**src/rtl/decoder_scan_n_pkg.sv**
```systemverilog
// Shared types and helpers for the scanning one-hot decoder.
package decoder_scan_pkg;

    // Controller states: OFF and PAUSE drive the inactive pattern.
    typedef enum logic [1:0] {
        StOff    = 2'd0,
        StDirect = 2'd1,
        StScan   = 2'd2,
        StPause  = 2'd3
    } state_e;

    localparam logic MODE_DIRECT = 1'b0;
    localparam logic MODE_SCAN   = 1'b1;

    // Dwell counter width; DWELL=1 still gets a 1-bit (constant-zero) counter.
    function automatic int unsigned cnt_width(input int unsigned dwell);
        return (dwell <= 1) ? 1 : $clog2(dwell);
    endfunction

endpackage

```
**src/rtl/decoder_scan_n_onehot_dec.sv**
```systemverilog
// Combinational SEL_W -> 2**SEL_W one-hot decoder with optional one-cold output.
module onehot_dec #(
    parameter int unsigned SEL_W      = 2,
    parameter bit          ACTIVE_LOW = 1'b0
) (
    input  logic [SEL_W-1:0]      sel,
    output logic [(2**SEL_W)-1:0] y
);

    // Set the selected bit, then flip the whole word for one-cold outputs.
    always_comb begin
        y      = '0;
        y[sel] = 1'b1;
        if (ACTIVE_LOW) begin
            y = ~y;
        end
    end

endmodule

```
**src/rtl/decoder_scan_n.sv**
```systemverilog
// Registered N-to-2^N decoder with direct-select and auto-scan modes.
module decoder_scan_n
    import decoder_scan_pkg::*;
#(
    parameter int unsigned SEL_W      = 2,
    parameter int unsigned DWELL      = 4,
    parameter bit          ACTIVE_LOW = 1'b0
) (
    input  logic                  clk,
    input  logic                  rst,
    input  logic                  en,
    input  logic                  mode,
    input  logic [SEL_W-1:0]      sel,
    output logic [(2**SEL_W)-1:0] y,
    output logic [SEL_W-1:0]      idx,
    output logic                  wrap
);

    localparam int unsigned N     = 2 ** SEL_W;
    localparam int unsigned CNT_W = cnt_width(DWELL);

    localparam logic [CNT_W-1:0] CNT_LAST = CNT_W'(DWELL - 1);
    localparam logic [SEL_W-1:0] IDX_MAX  = '1;
    localparam logic [N-1:0]     Y_OFF    = ACTIVE_LOW ? {N{1'b1}} : {N{1'b0}};

    state_e           state_q, state_d;
    logic [SEL_W-1:0] idx_q, idx_d;
    logic [CNT_W-1:0] cnt_q, cnt_d;
    logic             wrap_q, wrap_d;
    logic [N-1:0]     y_q, y_d;
    logic [N-1:0]     y_dec;

    // Decode the next index so y lines up with idx in the same cycle.
    onehot_dec #(
        .SEL_W      (SEL_W),
        .ACTIVE_LOW (ACTIVE_LOW)
    ) u_dec (
        .sel (idx_d),
        .y   (y_dec)
    );

    // Next-state, index, dwell counter and wrap pulse.
    always_comb begin
        state_d = state_q;
        idx_d   = idx_q;
        cnt_d   = cnt_q;
        wrap_d  = 1'b0;

        unique case (state_q)
            StOff, StDirect: begin
                if (!en) begin
                    state_d = StOff;
                end else if (mode == MODE_SCAN) begin
                    state_d = StScan;
                    idx_d   = sel;
                    cnt_d   = '0;
                end else begin
                    state_d = StDirect;
                    idx_d   = sel;
                end
            end
            StScan: begin
                if (!en) begin
                    state_d = StPause;
                end else if (mode == MODE_DIRECT) begin
                    state_d = StDirect;
                    idx_d   = sel;
                end else if (cnt_q == CNT_LAST) begin
                    cnt_d  = '0;
                    idx_d  = idx_q + SEL_W'(1);
                    wrap_d = (idx_q == IDX_MAX);
                end else begin
                    cnt_d = cnt_q + CNT_W'(1);
                end
            end
            StPause: begin
                // Resume keeps the frozen idx/cnt; no advance on the resume edge.
                if (en && mode == MODE_SCAN) begin
                    state_d = StScan;
                end else if (en) begin
                    state_d = StDirect;
                    idx_d   = sel;
                end
            end
            default: state_d = StOff;
        endcase

        y_d = (state_d == StDirect || state_d == StScan) ? y_dec : Y_OFF;
    end

    // State and output registers with synchronous reset.
    always_ff @(posedge clk) begin
        if (rst) begin
            state_q <= StOff;
            idx_q   <= '0;
            cnt_q   <= '0;
            wrap_q  <= 1'b0;
            y_q     <= Y_OFF;
        end else begin
            state_q <= state_d;
            idx_q   <= idx_d;
            cnt_q   <= cnt_d;
            wrap_q  <= wrap_d;
            y_q     <= y_d;
        end
    end

    assign y    = y_q;
    assign idx  = idx_q;
    assign wrap = wrap_q;

endmodule
```
**config.mk**
```make
export PLATFORM = sky130hd
export DESIGN_NAME = decoder_scan_n
export DESIGN_NICKNAME = d
export VERILOG_FILES = /design/src/rtl/decoder_scan_n_pkg.sv /design/src/rtl/decoder_scan_n_onehot_dec.sv /design/src/rtl/decoder_scan_n.sv
export SDC_FILE = /design/constraint.sdc
export NUM_CORES = 1
export LEC_CHECK = 0
export ABC_AREA = 1
export CAP_MARGIN = 20
export CORE_MARGIN = 3
export CORE_UTILIZATION = 42
export DETAILED_ROUTE_END_ITERATION = 6
export GPL_TIMING_DRIVEN = 0
export PLACE_DENSITY = 0.71
export REMOVE_ABC_BUFFERS = 1
export SYNTH_ARGS = -nofsm -noshare
export SYNTH_HDL_FRONTEND = slang
export SYNTH_SLANG_ARGS = --single-unit
```
**constraint.sdc**
```tcl
create_clock -name clk -period 1 [get_ports clk]
set_input_delay 0.2 -clock clk [delete_from_list [all_inputs] [get_ports clk]]
set_output_delay 0.2 -clock clk [all_outputs]
set_load 0.02 [all_outputs]
```
### Word level (Yosys, flattened, before mapping)

Cells that the tools add are included.
Widths: inputs -> output; s select.

| word-level totals | value |
|---|---|
| bits in registers | 11 |
| bits of input ports | 6 |
| logic and storage cells | 55 |
| output and inout port bits | 7 |

| operators by class | value |
|---|---|
| add/sub/neg operators | 2 |
| reduce and logical (&&, ||, !) cells | 9 |
| bitwise operators | 5 |
| magnitude comparators | 2 |
| mux-type cells | 21 |
| eq/ne operators | 11 |

Operators by type and width:

| kind | count |
|---|---|
| $mux 2 | 16 |
| $pmux 2 s3 | 2 |
| $eq 2x2->1 const B | 5 |
| $ne 2x2->1 const B | 4 |
| $not 1->1 | 5 |
| $reduce_and 5->1 | 1 |
| $reduce_or 5->1 | 1 |
| $add 2x1->2 const B | 2 |
| $eq 2x1->1 const B | 2 |
| $pmux 2 s2 | 1 |
| $reduce_or 2->1 | 2 |
| $lt 2x3->1 const B | 1 |
| $demux 1 s2 | 1 |
| $ge 2x1->1 const B | 1 |
| $logic_and 1x1->1 | 2 |
| $logic_not 2->1 | 1 |
| $reduce_bool 2->1 | 1 |
| $logic_or 1x1->1 | 1 |
| $mux 1 | 1 |

### Longest topological paths before layout

| depth | value |
|---|---|
| depth in word-level cells | 9 |
| mapped depth | 8 |
| depth with buffers taken out | 8 |

### Cells and area by module

A second synthesis with hierarchy kept.

| unflattened totals | value |
|---|---|
| cell total of the unflattened synthesis | 93 |
| area total of the unflattened synthesis | 616.8 um^2 |

By module, submodules not included:

| module | sequential area each (um^2) | area an instance (um^2) | cells each | instances |
|---|---|---|---|---|
| decoder_scan_n | 220.2 | 590.6 | 86 | 1 |
| onehot_dec | 0.0 | 26.3 | 7 | 1 |

### Worst setup path before layout

No wires, ideal clock.

| timing | value |
|---|---|
| path kind | register -> register |
| start point | reg idx_q[1], in the netlist idx[1] |
| end point | reg y_q[2], in the netlist y[2] |
| data arrival time | 1.135 ns |
| data required time | 0.886 ns |
| period minus slack after synthesis | 1.249 ns |
| path slack | -0.249 ns |
| setup time | 0.114 ns |
| buffers on the path | 0 |
| stages on the path, launching flop included | 8 |
| cell sequence | dfxtp_1 > ha_1 > nand2_1 > nand3_1 > nand3_2 > nand3_2 > nand2_2 > nor2_1 |

| between the ends | value |
|---|---|
| cells in the longest elaborated chain, start to end | 9 |
| elaborated cells on any way between the ends | 12 |
| classes of those cells | add/sub: 1; order compare: 2; mux: 8; reduce/logical: 1 |

RTL lines:

| what | line | RTL |
|---|---|---|
| from (decl) | decoder_scan_n.sv:27 | `logic [SEL_W-1:0] idx_q, idx_d;` |
| from (signal assigned) | decoder_scan_n.sv:101 | `idx_q <= idx_d;` |
| $add 2x1->2 | decoder_scan_n.sv:70 | `idx_d = idx_q + SEL_W'(1);` |
| $mux 2 | decoder_scan_n.sv:68 | `end else if (cnt_q == CNT_LAST) begin` |
| $mux 2 | decoder_scan_n.sv:65 | `end else if (mode == MODE_DIRECT) begin` |
| $mux 2 | decoder_scan_n.sv:63 | `if (!en) begin` |
| $pmux 2 s3 * | decoder_scan_n.sv:49 | `unique case (state_q)` |
| $lt 2x3->1 (not written as such) / $ge 2x1->1 (equally long branches) | decoder_scan_n_onehot_dec.sv:13 | `y[sel] = 1'b1;` |
| $logic_and 1x1->1 (not written as such) | decoder_scan_n_onehot_dec.sv:13 |  |
| $mux 1 (not written as such) | decoder_scan_n_onehot_dec.sv:13 |  |
| $demux 1 s2 * | - |  |
| to (signal assigned) | decoder_scan_n.sv:104 | `y_q <= y_d;` |
| to (decl) | decoder_scan_n.sv:30 | `logic [N-1:0] y_q, y_d;` |

Every way passes the cells marked *; elsewhere a longest branch is shown, timed or not.
A chain may end at the register's enable or synchronous reset.

### Worst setup path in the final report

| timing | value |
|---|---|
| start point | reg idx_q[0], in the netlist idx[0] |
| end point | reg y_q[2], in the netlist y[2] |

Same word-level chain as after synthesis.

==> impl_metrics.csv <==
group,metric,value,unit
floorplan,die_width,43.7,µm
detailed_routing,drt-pass1-iter-count,4,
setup_path,cpMaxStageDelayCell,"dfxtp_4",
setup_path,worstSetupEndpointType,"register",
cells_and_area,final_cells,115,
cts,cts_inserted_buffers,3,
setup_path,cp_cell_sequence,"ha_4, nand2_2, nand3_2, nand3_2, nand3_2, nand2_2, nor2_2",
setup_path,worstPathRequired,1.16,ns
setup_path,worst-path-stages,7,
detailed_routing,post-route-drc-count,0,
placed_design,place_inst,107,
cts,h-tree-depth,1,
floorplan,rows,12,
global_routing,grt_pass1_wl,2.37,mm
sta,min_period,1.09,ns
sta,final_hold_viol_count,0,
detailed_routing,ant_nets,0,
global_routing,grt-ovfl-total,0,
cts,insertion_delay,0.26,ns
yosys,synth_seq_cells,11,
floorplan,core_area,1220,µm²
cells_and_area,fillers,91,
yosys,synth_edf_count,0,
yosys,syn-cell-area,598,µm²
setup_path,path_class,"register to register",
yosys,yosys-top-cells-count,"nand2_1 (15), inv_1 (13), dfxtp_1 (11)",
placed_design,place.gp.congestion,0.768,
yosys,ys_types,18,
cts,cts_tree,"done",
global_routing,grt_pass1_vias,556,
yosys,synth_ff_type,"dfxtp_1",
placed_design,dp_hpwl,915,µm
cells_and_area,multi_input_area,389,µm²
floorplan,ios,13,
detailed_routing,via_count,602,
yosys,yosysTopAreaCellShare,36.8,%
setup_path,startpoint,"idx[0]",
yosys,avgSynthCellArea,7.29,µm²
yosys,ys_seq_area_share,36.8,%
setup_path,reg2reg_depth,7,
setup_path,crit-reg2reg-capture,"y[2]",
flow_run,maxCapViolations,0,
yosys,synth_most_common_cell,"nand2_1",
global_routing,grt.total_usage,16.3,%
cts,cts_num_sinks,11,
cells_and_area,syn_to_final_growth,43.3,%
setup_path,cp.arrival,1.25,ns
yosys,yosysWarnings,0,
sta,finalCritPeriodShare,109,%
floorplan,start_util,49.2,%
global_routing,grt_max_degree,10,
cts,path_clk_slew,0.07,ns
setup_path,r2r_slack,-0.09,ns
outcome,violations,"setup timing",
cts,cts_max_path_buffers,2,
detailed_routing,wl,1.43,mm
sta,drv_slew,0,
sta,fin_ws,-0.0937,ns
cells_and_area,ff_latch_area,236,µm²
yosys,synthArstFlopShare,0,%
cts,cts-root-buf,"clkbuf_4",
setup_path,startpoint_type,"register",
sta,hold_ws,0.395,ns
detailed_routing,drtIter0Drc,11,
detailed_routing,via_per_inst,5.23,
yosys,synth_area_leaders,"dfxtp_1 (37%), nand2_1 (9.4%), inv_1 (8.2%), nand3_1 (6.7%), nand3_2 (6.7%)",
sta,worst_pin_slew,0.296,ns
yosys,synthCells,82,
worst_hold_path,min_path_type,"primary input to register",
setup_path,crit_end,"y[2]",
global_routing,antenna_found_initial,0,
sta,setup-violations-final,7,
floorplan,die_area,1910,µm²
sta,grt_setup_unrepaired,"yes",
placed_design,numPortBuffers,12,
cells_and_area,drive_gt1_share,49.5,%
power_and_ir_drop,power_density,1180,nW/µm²
setup_path,r2r-start,"idx[0]",
cells_and_area,post-route-cell-area,857,µm²
cells_and_area,n_antenna_cell,0,
power_and_ir_drop,power.leakage,0.392,nW
detailed_routing,post_drt_wl_per_cell,12.4,µm
setup_path,cp_top_family,"simple AND/OR/NAND/NOR gates",
power_and_ir_drop,vdd_ir_drop_max,0.758,mV
setup_path,cp_slowest_stage_delay,0.36,ns
floorplan,dieHeight,43.7,µm
sta,skew,0.00422,ns
setup_path,cp_common_cell,"nand3_2",
cells_and_area,nNetsFinal,111,
outcome,outcome,"complete, but fails checks",
placed_design,dpl_cell_area,724,µm²
yosys,synth_area_leader_cell,"dfxtp_1",
setup_path,worst-path-max-fanout,3,
setup_path,path_buf_inv,0,
sta,maxSlewHeadroom,80.2,%
sta,fmax,914,MHz
[worst register-to-register path, cell delays in order, from the launching register on]
cell,delay [ns]
dfxtp_4,0.36
ha_4,0.24
nand2_2,0.06
nand3_2,0.06
nand3_2,0.08
nand3_2,0.08
nand2_2,0.09
nor2_2,0.03
[report_power, final]
group          switching (W)  internal [W]  total [W]
registers          0.0000208      0.000456   0.000477
clock network       0.000142      0.000154   0.000296
logic               0.000140     0.0000990   0.000239
total               0.000303      0.000709    0.00101
[cell usage in the layout (no fill, tap or decap)]
cell type,instances
inv_2,4
nand2_1,10
ha_4,3
o21ai_1,1
buf_4,3
nand2_2,7
clkinv_4,1
a21oi_2,1
nor3_2,1
nand3_4,1
nor2_4,2
dfxtp_1,6
nand3_2,5
buf_2,6
clkbuf_1,1
dfxtp_4,4
clkbuf_2,1
inv_1,11
nor3_1,1
nand3_1,6
buf_6,2
nand2_4,1
nor2_1,4
nor2_2,4
clkbuf_4,3
clkinv_1,1
a21oi_1,4
clkdlybuf4s50_1,3
dfxtp_2,1
dlygate4sd2_1,1
nand4_1,2
[flip-flops by register name, indices dropped and copies added (netlist names)]
| name | flops |
|---|---|
| state_q | 2 |
| wrap | 1 |
| cnt_q | 2 |
| y | 4 |
| idx | 2 |
[stage by stage]
stage | utilization, % | TNS [ns] | total power (W) | worst slack (ns)
4_1_cts | 66.7 | -0.413 | 0.000995 | -0.0928
2_1_floorplan | - | -1.22 | 0.000603 | -0.249
3_3_place_gp | 59.6 | -6.15 | 0.000678 | -0.593
6_report | 70.5 | -0.544 | 0.00101 | -0.0937
5_1_grt | 70.5 | -1.01 | 0.00108 | -0.164
3_5_place_dp | 59.6 | -6.10 | 0.000680 | -0.581
[worst min-delay path by stage]
stage / startpoint / end / slack [ns] / depth (start not counted)
3_3_place_gp: cnt_q[1] / cnt_q[1] / 0.48 / 2
2_1_floorplan: rst / cnt_q[1] / 0.27 / 1
6_report: en / wrap / 0.40 / 3
5_1_grt: en / wrap / 0.42 / 3
3_5_place_dp: cnt_q[1] / cnt_q[1] / 0.48 / 2
4_1_cts: mode / wrap / 0.41 / 3
[kinds of logic after synthesis]
logic type                 synth area share (%)
and+or+nand+nor                            38.5
DFF                                        36.8
adders and majority gates                  6.28
AOI/OAI and AO/OA                          5.02
buffers and inverters                      13.4
[metal layers]
metal	part of all wire (%)	track usage, %	vias to the layer above
li1	-	-	298
met5	0	0	-
met2	48	24.1	24
met1	45	20.7	276
met3	6.2	4.98	4
met4	1.4	9.04	0
[repair_timing]
| item | 4_1_cts | 5_1_grt |
|---|---|---|
| pin swaps | 6 | 7 |
| buffers inserted | 2 | 2 |
| hold buffers | 0 | 0 |
| gates resized for setup | 51 | 15 |
| setup endpoints to repair | 18 | 8 |
[cell type report]
cell class | count | area share [%]
Clock buffer | 4 | 3.07
Multi-Input combinational cell | 53 | 45.4
Timing Repair Buffer | 16 | 13.9
Sequential cell | 11 | 27.6
Inverter | 17 | 8.03
Tap cell | 14 | 2.04
(Power assumes the default switching activity.)
